## src/rtl/mem_stream_reader_pkg.sv

```systemverilog
// Shared types and parameter-legality helpers for the RAM-to-stream burst reader.
package mem_stream_reader_pkg;

    typedef enum logic [1:0] {
        ST_IDLE  = 2'd0,
        ST_READ  = 2'd1,
        ST_DRAIN = 2'd2
    } state_t;

    localparam int RD_LATENCY_MIN = 1;
    localparam int RD_LATENCY_MAX = 2;

    function automatic bit rd_latency_legal(input int lat);
        return (lat == RD_LATENCY_MIN) || (lat == RD_LATENCY_MAX);
    endfunction

    // The FIFO must hold every in-flight read plus one word being popped.
    function automatic bit fifo_depth_legal(input int depth, input int lat);
        return (depth >= lat + 2) && ((depth & (depth - 1)) == 0);
    endfunction

endpackage

```

## src/rtl/mem_stream_reader_if.sv

```systemverilog
// Output stream of the burst reader: data, last marker and valid/ready handshake.
interface mem_stream_reader_if #(
    parameter int DATA_WIDTH = 8
) ();

    logic [DATA_WIDTH-1:0] m_data_o;
    logic                  m_valid_o;
    logic                  m_last_o;
    logic                  m_ready_i;

    modport master (
        output m_data_o,
        output m_valid_o,
        output m_last_o,
        input  m_ready_i
    );

    modport slave (
        input  m_data_o,
        input  m_valid_o,
        input  m_last_o,
        output m_ready_i
    );

endinterface

```

## src/rtl/mem_stream_reader_fifo.sv

```systemverilog
// First-word fall-through FIFO holding {last, data}; output reads as zero when empty.
module stream_fifo #(
    parameter int WIDTH = 9,
    parameter int DEPTH = 4
) (
    input  logic                           clk,
    input  logic                           rst_n,
    input  logic                           push,
    input  logic [WIDTH-1:0]               push_data,
    input  logic                           pop,
    output logic [WIDTH-1:0]               pop_data,
    output logic                           empty,
    output logic [$clog2(DEPTH+1)-1:0]     count
);

    localparam int PTR_W = $clog2(DEPTH);
    localparam int CNT_W = $clog2(DEPTH + 1);

    logic [WIDTH-1:0] mem [DEPTH];
    logic [PTR_W-1:0] wr_ptr;
    logic [PTR_W-1:0] rd_ptr;
    logic             full;
    logic             do_push;
    logic             do_pop;

    assign empty   = (count == '0);
    assign full    = (count == CNT_W'(DEPTH));
    assign do_pop  = pop && !empty;
    assign do_push = push && (!full || do_pop);

    // DEPTH is a power of two, so the pointers wrap by plain overflow.
    always_ff @(posedge clk or negedge rst_n) begin
        if (!rst_n) begin
            wr_ptr <= '0;
            rd_ptr <= '0;
            count  <= '0;
        end else begin
            if (do_push) wr_ptr <= wr_ptr + PTR_W'(1);
            if (do_pop)  rd_ptr <= rd_ptr + PTR_W'(1);
            case ({do_push, do_pop})
                2'b10:   count <= count + CNT_W'(1);
                2'b01:   count <= count - CNT_W'(1);
                default: count <= count;
            endcase
        end
    end

    always_ff @(posedge clk) begin
        if (do_push) mem[wr_ptr] <= push_data;
    end

    assign pop_data = empty ? '0 : mem[rd_ptr];

endmodule

```

## src/rtl/mem_stream_reader.sv

```systemverilog
// Reads a burst of words from a synchronous RAM read port and presents them as a
// valid/ready stream, issuing reads only when the output FIFO has room for them.
module mem_stream_reader
    import mem_stream_reader_pkg::*;
#(
    parameter int DATA_WIDTH = 8,
    parameter int ADDR_WIDTH = 8,
    parameter int RD_LATENCY = 1,
    parameter int FIFO_DEPTH = 4
) (
    input  logic                  clk_i,
    input  logic                  rst_n_i,
    input  logic                  start_i,
    input  logic [ADDR_WIDTH-1:0] start_addr_i,
    input  logic [ADDR_WIDTH:0]   length_i,
    output logic                  busy_o,
    output logic                  done_o,
    output logic                  rd_en_o,
    output logic [ADDR_WIDTH-1:0] rd_addr_o,
    input  logic [DATA_WIDTH-1:0] rd_data_i,
    input  logic                  rd_data_valid_i,
    mem_stream_reader_if.master   m
);

    localparam int CNT_W = $clog2(FIFO_DEPTH + 1);
    localparam int SUM_W = CNT_W + 1;
    localparam logic [SUM_W-1:0]    DEPTH_LIM = SUM_W'(FIFO_DEPTH);
    localparam logic [ADDR_WIDTH:0] LEN_ONE   = (ADDR_WIDTH + 1)'(1);

    if (!rd_latency_legal(RD_LATENCY) || !fifo_depth_legal(FIFO_DEPTH, RD_LATENCY)) begin : g_param_check
        $error("mem_stream_reader: illegal RD_LATENCY / FIFO_DEPTH combination");
    end

    state_t                state;
    logic [ADDR_WIDTH-1:0] addr;
    logic [ADDR_WIDTH:0]   issue_left;
    logic [ADDR_WIDTH:0]   recv_left;
    logic [CNT_W-1:0]      outstanding;
    logic [CNT_W-1:0]      fifo_count;
    logic                  zero_done;

    logic                  issue;
    logic                  accept;
    logic                  push_last;
    logic                  pop;
    logic                  fifo_empty;
    logic                  burst_end;
    logic [DATA_WIDTH:0]   fifo_out;
    logic [SUM_W-1:0]      credit_used;

    // Every issued read already owns a FIFO slot, so the FIFO cannot overflow.
    assign credit_used = {1'b0, outstanding} + {1'b0, fifo_count};
    assign issue       = (state == ST_READ) && (issue_left != '0) && (credit_used < DEPTH_LIM);
    assign accept      = rd_data_valid_i && (outstanding != '0);
    assign push_last   = (recv_left == LEN_ONE);
    assign pop         = m.m_valid_o && m.m_ready_i;
    assign burst_end   = (state == ST_DRAIN) && pop && m.m_last_o;

    assign busy_o    = (state != ST_IDLE);
    assign done_o    = zero_done || burst_end;
    assign rd_en_o   = issue;
    assign rd_addr_o = addr;

    assign m.m_valid_o = !fifo_empty;
    assign {m.m_last_o, m.m_data_o} = fifo_out;

    always_ff @(posedge clk_i or negedge rst_n_i) begin
        if (!rst_n_i) begin
            state      <= ST_IDLE;
            addr       <= '0;
            issue_left <= '0;
            recv_left  <= '0;
            zero_done  <= 1'b0;
        end else begin
            zero_done <= 1'b0;
            if (accept && (recv_left != '0)) recv_left <= recv_left - LEN_ONE;
            unique case (state)
                ST_IDLE: begin
                    if (start_i) begin
                        if (length_i != '0) begin
                            state      <= ST_READ;
                            addr       <= start_addr_i;
                            issue_left <= length_i;
                            recv_left  <= length_i;
                        end else begin
                            zero_done <= 1'b1;
                        end
                    end
                end
                ST_READ: begin
                    if (issue) begin
                        addr       <= addr + ADDR_WIDTH'(1);
                        issue_left <= issue_left - LEN_ONE;
                        if (issue_left == LEN_ONE) state <= ST_DRAIN;
                    end
                end
                ST_DRAIN: begin
                    if (burst_end) state <= ST_IDLE;
                end
                default: state <= ST_IDLE;
            endcase
        end
    end

    // Reads in flight; returns arriving with nothing outstanding are stale and ignored.
    always_ff @(posedge clk_i or negedge rst_n_i) begin
        if (!rst_n_i) begin
            outstanding <= '0;
        end else begin
            case ({issue, accept})
                2'b10:   outstanding <= outstanding + CNT_W'(1);
                2'b01:   outstanding <= outstanding - CNT_W'(1);
                default: outstanding <= outstanding;
            endcase
        end
    end

    stream_fifo #(
        .WIDTH (DATA_WIDTH + 1),
        .DEPTH (FIFO_DEPTH)
    ) u_fifo (
        .clk       (clk_i),
        .rst_n     (rst_n_i),
        .push      (accept),
        .push_data ({push_last, rd_data_i}),
        .pop       (pop),
        .pop_data  (fifo_out),
        .empty     (fifo_empty),
        .count     (fifo_count)
    );

endmodule

```

## src/flat_wrapper.sv

```systemverilog
// flat-port wrapper written by rule: the top's interface ports become plain ports
module mem_stream_reader_flat import mem_stream_reader_pkg::*;
#(
    parameter int DATA_WIDTH = 8,
    parameter int ADDR_WIDTH = 8,
    parameter int RD_LATENCY = 1,
    parameter int FIFO_DEPTH = 4
)
  (clk_i, rst_n_i, start_i, start_addr_i, length_i, busy_o, done_o, rd_en_o, rd_addr_o, rd_data_i, rd_data_valid_i, m_m_data_o, m_m_valid_o, m_m_last_o, m_m_ready_i);
  mem_stream_reader_if #(.DATA_WIDTH(DATA_WIDTH)) m_i ();
  input  logic clk_i;
  input  logic rst_n_i;
  input  logic start_i;
  input  logic [ADDR_WIDTH-1:0] start_addr_i;
  input  logic [ADDR_WIDTH:0] length_i;
  output logic busy_o;
  output logic done_o;
  output logic rd_en_o;
  output logic [ADDR_WIDTH-1:0] rd_addr_o;
  input  logic [DATA_WIDTH-1:0] rd_data_i;
  input  logic rd_data_valid_i;
  output wire logic [$bits(m_i.m_data_o)-1:0] m_m_data_o;
  output wire logic [$bits(m_i.m_valid_o)-1:0] m_m_valid_o;
  output wire logic [$bits(m_i.m_last_o)-1:0] m_m_last_o;
  input wire logic [$bits(m_i.m_ready_i)-1:0] m_m_ready_i;
  assign m_m_data_o = m_i.m_data_o;
  assign m_m_valid_o = m_i.m_valid_o;
  assign m_m_last_o = m_i.m_last_o;
  assign m_i.m_ready_i = m_m_ready_i;
  mem_stream_reader #(.DATA_WIDTH(DATA_WIDTH), .ADDR_WIDTH(ADDR_WIDTH), .RD_LATENCY(RD_LATENCY), .FIFO_DEPTH(FIFO_DEPTH)) u_core (.clk_i(clk_i), .rst_n_i(rst_n_i), .start_i(start_i), .start_addr_i(start_addr_i), .length_i(length_i), .busy_o(busy_o), .done_o(done_o), .rd_en_o(rd_en_o), .rd_addr_o(rd_addr_o), .rd_data_i(rd_data_i), .rd_data_valid_i(rd_data_valid_i), .m(m_i));
endmodule
```

## config.mk

```make
export PLATFORM = sky130hd
export DESIGN_NAME = mem_stream_reader_flat
export DESIGN_NICKNAME = d
export VERILOG_FILES = /design/src/rtl/mem_stream_reader_pkg.sv /design/src/rtl/mem_stream_reader_if.sv /design/src/rtl/mem_stream_reader_fifo.sv /design/src/rtl/mem_stream_reader.sv /design/src/flat_wrapper.sv
export SDC_FILE = /design/constraint.sdc
export NUM_CORES = 1
export LEC_CHECK = 0
export BUFFER_PORTS_ARGS = -buffer_cell sky130_fd_sc_hd__buf_2
export CAP_MARGIN = 20
export CORE_MARGIN = 4
export CORE_UTILIZATION = 58
export DETAILED_ROUTE_END_ITERATION = 10
export PLACE_DENSITY = 0.79
export SYNTH_ARGS = -nofsm -noshare
export SYNTH_HDL_FRONTEND = slang
export SYNTH_HIERARCHICAL = 1
export SYNTH_SLANG_ARGS = --single-unit
```

## constraint.sdc

```tcl
create_clock -name clk_i -period 3 [get_ports clk_i]
set_input_delay 0.3 -clock clk_i [delete_from_list [all_inputs] [get_ports clk_i]]
set_output_delay 0.3 -clock clk_i [all_outputs]
set_load 0.005 [all_outputs]
```

==> results of run 1 <==
## metrics by stage
stage / hold WS (ns) / area [um^2] / cells
detailed placement: 0.494 / 4240 / 451
finish: 0.0799 / 4420 / 467
global route: 0.146 / 4420 / 467
CTS: 0.118 / 4420 / 467
global placement: 0.479 / 4240 / 451
floorplan: 0.00441 / 3920 / 329
## worst paths after layout
| kind | start | to | cells past startpoint |
|---|---|---|---|
| setup / recovery | u_core/u_fifo/count[1] | rd_en_o | 7 |
| hold reg to reg | u_core/outstanding[2] | u_core/outstanding[2] | 1 |
| max in group asynchronous | rst_n_i | u_core/issue_left[1] | 1 |
| min in group clk_i | rd_data_i[5] | u_core/u_fifo/mem[1][5] | 1 |
| setup reg to reg | u_core/u_fifo/count[1] | u_core/outstanding[2] | 11 |
| hold / removal | rst_n_i | u_core/rd_addr_o[5] | 1 |
## sequential cells by signal, summed over array words and instances, names as in the netlist, 2 cells and up
register              cells
u_core/issue_left         9
u_core/outstanding        3
u_core/rd_addr_o          8
u_core/recv_left          9
u_core/state              2
u_core/u_fifo/count       3
u_core/u_fifo/mem        36
u_core/u_fifo/rd_ptr      2
u_core/u_fifo/wr_ptr      2
## layout by cell type, fill, tap and decap left out, drive strengths merged, types with 6 or more instances in the layout
cell type / count
nor2: 28
nand2: 22
dfrtp: 39
inv: 26
buf: 56
mux2i: 7
edfxtp: 36
nor3: 11
mux4: 9
xnor2: 6
a21oi: 17
clkbuf: 10
ha: 14
nor2b: 13
o21ai: 8
nor4: 7
## cell type report
class	instances	area, um^2	area share (%)
Inverter	23	86.3	1.95
Tap cell	77	96.3	2.18
Clock inverter	6	47.5	1.08
Timing Repair Buffer	56	295	6.69
Multi-Input combinational cell	220	1710	38.6
Sequential cell	75	2060	46.6
Clock buffer	10	128	2.89
## power by group through the flow
stage          registers (W)  logic [W]  clock network (W)
4_1_cts              0.00178    0.00192           0.000720
3_5_place_dp         0.00179    0.00191                  0
2_1_floorplan        0.00169    0.00148                  0
6_report             0.00179    0.00192           0.000711
3_3_place_gp         0.00177    0.00183                  0
5_1_grt              0.00184    0.00214           0.000771
## per-layer routing
layer  vias up  routed length [um]  global-route usage [%]
li1       1332                   -                       -
met1      1357                3780                    32.0
met2       125                3940                    32.0
met3        19                 634                    4.51
met4         0                 198                    8.16
met5         -                   0                       0
## critical path: cells and delay by family, from the launching register on
family | cells | cell delay [ns]
adders and majority gates | 1 | 0.28
buffers and inverters | 2 | 0.38
DFF | 1 | 0.44
and+or+nand+nor | 4 | 1.09
## cell families (layout without fill, tap and decap cells)
family | after synthesis | count (layout)
xor gates and xnor gates | 11 | 11
muxes | 17 | 17
AOI/OAI and AO/OA | 65 | 65
buffers and inverters | 34 | 95
and+or+nand+nor | 111 | 111
DFF | 75 | 75
adders and majority gates | 16 | 16
==> impl_metrics.toml, run 1 <==
[clock_tree]
post_cts_resized = 0
cts_tree = "done"
cts_buffer_depth = 2
postCtsHoldBufs = 0
cts_setup_buffers = 0
clock_latency_ns = 0.35
root_buffer = "clkbuf_8"
cts_made_buffers = 9
htreeDepth = 3
clk_pin_slew_ns = 0.08
cts.sinks = 75

[power]
power.total_w = 0.00442
p_sw_share_pct = 39.7
combPwrFrac_pct = 43.4
pwr-share-clk_pct = 16.1
ir_drop_mv = 0.587
p_switching_w = 0.00176
p_per_area_nw_per_um2 = 1000
p_leak_nw = 1.84
power_frac_seq_pct = 40.5
intPower_w = 0.00266

[synth]
synth_cells = 329
post-synth-top-area-fraction_pct = 27.6
synthMuxAreaShare_pct = 7.35
synth_edf_count = 36
ys_types = 63
async_reset_ff_share_pct = 52.0
synth_commonest_cells = "39 x dfrtp_1, 36 x edfxtp_1, 27 x nor2_1, 21 x inv_1, 21 x nand2_1"
synthXorXnorAreaFrac_pct = 2.46
netlist.top_cell.by_area = "edfxtp_1"
synthAdderAreaFrac_pct = 5.50
yosysMostFrequentCell = "dfrtp_1"
synth-seq-cells = 75
ys_seq_area_share_pct = 52.5
synth_fp_nets = 375
yosys_warnings = 6
syn_area_um2 = 3920
synth_compound_area_share_pct = 12.5
ys.flop_type = "dfrtp_1"
synth_simple_gate_area_share_pct = 15.8
ys_top_cells_by_area = "edfxtp_1 28%, dfrtp_1 25%, mux4_2 5.2%"
syn_area_per_cell_um2 = 11.9
synth_top_family_by_area = "simple AND/OR/NAND/NOR gates"

[placement]
io_buffers = 50
place_hpwl_um = 5960
post-place-ws_ns = 0.283
routabilityCongestion = 0.861

[final_layout]
num_antenna_cells = 0
fillers = 487
fin_nets = 431
final_util_pct = 68.4
drive_above_1_share_pct = 25.6
area_growth_pct = 12.8

[global_route]
grt_pass1_wl_um = 14100
grt_max_degree = 40
grt-ovfl-total = 0
grt_usage_pct = 21.8
grt_pass1_vias = 2777
antenna_found_initial = 0

[die]
start_util_pct = 60.6
die_x_um = 90.2
ioPinCount = 51
die_h_um = 90.2
coreArea_um2 = 6460
die_area_um2 = 8130
placementRows = 29

[sta]
fin_crit_sh_pct = 94.8
fin_skew_ns = 0.00668
worst_pin_slew_ns = 0.912
rsz0062_at_grt = "false"
finalSetupViolCount = 0
finalCriticalPeriod_ns = 2.84
slew_viol_final = 0
setup-tns-final_ns = 0
relSlewSlack_pct = 39.2
setup_ws_ns = 0.155
fmax_mhz = 352
hold_violations = 0

[drt]
wire_per_inst_um = 18.3
routed_wl_um = 8550
drc_errors = 0
first_iter_violations = 262
ant_nets = 0
first_pass_iters = 5
route.vias.total = 2833
via_per_inst = 6.07

[critical_path]
r2r_slack_ns = 0.26
crit_path_start_kind = "flop"
crit_slowest_cell = "or4_1"
critPathKind = "reg2out"
cp.arrival_ns = 2.54
crit_path_cell_trace = "ha_1 -> and3_1 -> or4_1 -> nor2_8 -> nand2_4 -> inv_2 -> buf_2"
worst-path-max-fanout = 11
worstPathRequired_ns = 2.70
cpPeakStageDelay_ns = 0.64
cp-end-kind = "primary output"

[run_status]
outcome = "complete, no violations"

[flow_run]
cap_violations = 0

[worst_hold_path]
hold_class = "in2async"
No activity file was read; power rests on OpenSTA's default activity.
==> run 2, diff against run 1 <==
--- a/config.mk
+++ b/config.mk
@@ -8,9 +8,10 @@
 export BUFFER_PORTS_ARGS = -buffer_cell sky130_fd_sc_hd__buf_2
 export CAP_MARGIN = 20
 export CORE_MARGIN = 4
-export CORE_UTILIZATION = 58
+export CORE_UTILIZATION = 60
+export CTS_BUF_LIST = sky130_fd_sc_hd__clkbuf_2
 export DETAILED_ROUTE_END_ITERATION = 10
-export PLACE_DENSITY = 0.79
+export PLACE_DENSITY = 0.81
 export SYNTH_ARGS = -nofsm -noshare
 export SYNTH_HDL_FRONTEND = slang
 export SYNTH_HIERARCHICAL = 1
==> run 2 against run 1 <==
Hold slack got worse by 0.020 ns. Sequential share of layout area decreased by 0.84 points. Setup slack gained 0.027 ns. Via count is 2.3% higher. Cell count up 2.8%. Largest cell class unchanged. Critical endpoint unchanged. First-iteration DRC count down 7.3%. Core utilization rose by 2.5 points. Critical path depth unchanged. Clock skew rose by 0.021 ns. Wire length grew 2.5%.
==> impl_metrics.toml, run 2 (same netlist as run 1, synthesis figures left out) <==
[sta]
setup_ws_ns = 0.182
finalSetupViolCount = 0
setup-tns-final_ns = 0
worst_pin_slew_ns = 0.893
fin_crit_sh_pct = 93.9
slew_viol_final = 0
fmax_mhz = 355
relSlewSlack_pct = 40.5
hold_violations = 0
finalCriticalPeriod_ns = 2.82
rsz0062_at_grt = "false"
fin_skew_ns = 0.0273

[worst_hold_path]
hold_class = "in2reg"

[global_route]
antenna_found_initial = 0
grt-ovfl-total = 0
grt_max_degree = 40
grt_pass1_vias = 2747
grt_usage_pct = 23.2
grt_pass1_wl_um = 13600

[critical_path]
worst-path-max-fanout = 11
r2r_slack_ns = 0.39
worstPathRequired_ns = 2.70
critPathKind = "reg2out"
crit_path_start_kind = "flop"
cp-end-kind = "primary output"
cp.arrival_ns = 2.52

[final_layout]
final_cell_mix = "50 x buf_2, 39 x dfrtp_1, 36 x edfxtp_1"
final_common_cell = "buf_2"
fin_nets = 444
area_growth_pct = 14.9
regMostFlops = "u_core/u_fifo/mem"
num_antenna_cells = 0
largest_register_ffs = 36
fillers = 443
final_util_pct = 70.8
reg_top3 = "u_core/u_fifo/mem: 36 flops, u_core/issue_left: 9 flops, u_core/recv_left: 9 flops"
drive_above_1_share_pct = 25.3

[clock_tree]
cts_setup_buffers = 0
cts_buffer_depth = 2
cts_made_buffers = 9
root_buffer = "clkbuf_2"
cts_tree = "done"
clk_pin_slew_ns = 0.22
cts.sinks = 75
clock_latency_ns = 0.51
htreeDepth = 3

[drt]
via_per_inst = 6.04
route.vias.total = 2899
first_iter_violations = 243
ant_nets = 0
drc_errors = 0
routed_wl_um = 8770
wire_per_inst_um = 18.3
first_pass_iters = 5

[flow_run]
cap_violations = 0

[die]
die_h_um = 88.8
die_area_um2 = 7880
placementRows = 29
ioPinCount = 51
coreArea_um2 = 6350
die_x_um = 88.8
start_util_pct = 61.7

[placement]
routabilityCongestion = 0.904
place_hpwl_um = 6130
io_buffers = 50
post-place-ws_ns = 0.279

[power]
p_leak_nw = 1.88
ir_drop_mv = 0.640
p_per_area_nw_per_um2 = 958

[run_status]
outcome = "complete, no violations"
## run 2: repair_timing
| item | 4_1_cts | 5_1_grt |
|---|---|---|
| resized for setup | 1 | 1 |
| endpoints found under the setup margin | 1 | 1 |
| hold endpoints to repair | 70 | 4 |
| pin swaps | 0 | 0 |
| hold buffers | 9 | 4 |
## run 2: area by class of cell
cell class / instances / area (um^2) / area share [%]
sequential: 75 / 2060 / 45.7
clock buffer: 10 / 50.0 / 1.11
inverter: 23 / 87.6 / 1.95
tap: 77 / 96.3 / 2.14
clock inverter: 6 / 71.3 / 1.59
timing repair buffer: 69 / 425 / 9.46
multi-input combinational: 220 / 1710 / 38.0
## run 2: worst max-delay path: stages (launching register included)
cell,delay (ns)
dfrtp_1,0.47
ha_1,0.29
and3_1,0.17
or4_4,0.51
nor2_8,0.16
nand2_4,0.06
clkinv_2,0.19
buf_2,0.15
## run 2: per-layer routing
layer  share of wire [%]  track usage (%)  wire (um)  vias up
met1                  44             32.1       3880     1402
met2                  48             36.4       4190      119
met4                 1.4             8.38        124        0
met5                   0                0          0        -
li1                    -                -          -     1361
met3                 6.4             5.03        562       17
## run 2: path summary, 6_finish.rpt
check	endpoint	startpoint	cells past startpoint
worst max-delay path	rd_en_o	u_core/u_fifo/count[1]	7
worst min-delay path	u_core/recv_left[5]	length_i[5]	3
worst max register to register	u_core/outstanding[1]	u_core/u_fifo/count[1]	9
worst min register to register	u_core/outstanding[2]	u_core/outstanding[2]	1
max in group asynchronous	u_core/issue_left[8]	rst_n_i	2
min in group asynchronous	u_core/rd_addr_o[7]	rst_n_i	2
## run 2: power breakdown
group | internal [W] | switching (W) | total, W
clock network | 0.000203 | 0.000372 | 0.000575
registers | 0.00143 | 0.000343 | 0.00178
logic | 0.000948 | 0.00101 | 0.00196
total | 0.00258 | 0.00173 | 0.00431
## run 2: metrics by stage
stage	cell area [um^2]	total power, W	hold WS, ns	cells
4_1_cts	4460	0.00431	0.00207	476
6_report	4500	0.00431	0.0596	480
3_5_place_dp	4240	0.00371	0.472	451
2_1_floorplan	3920	0.00317	0.00441	329
3_3_place_gp	4240	0.00361	0.473	451
5_1_grt	4500	0.00462	0.0112	480
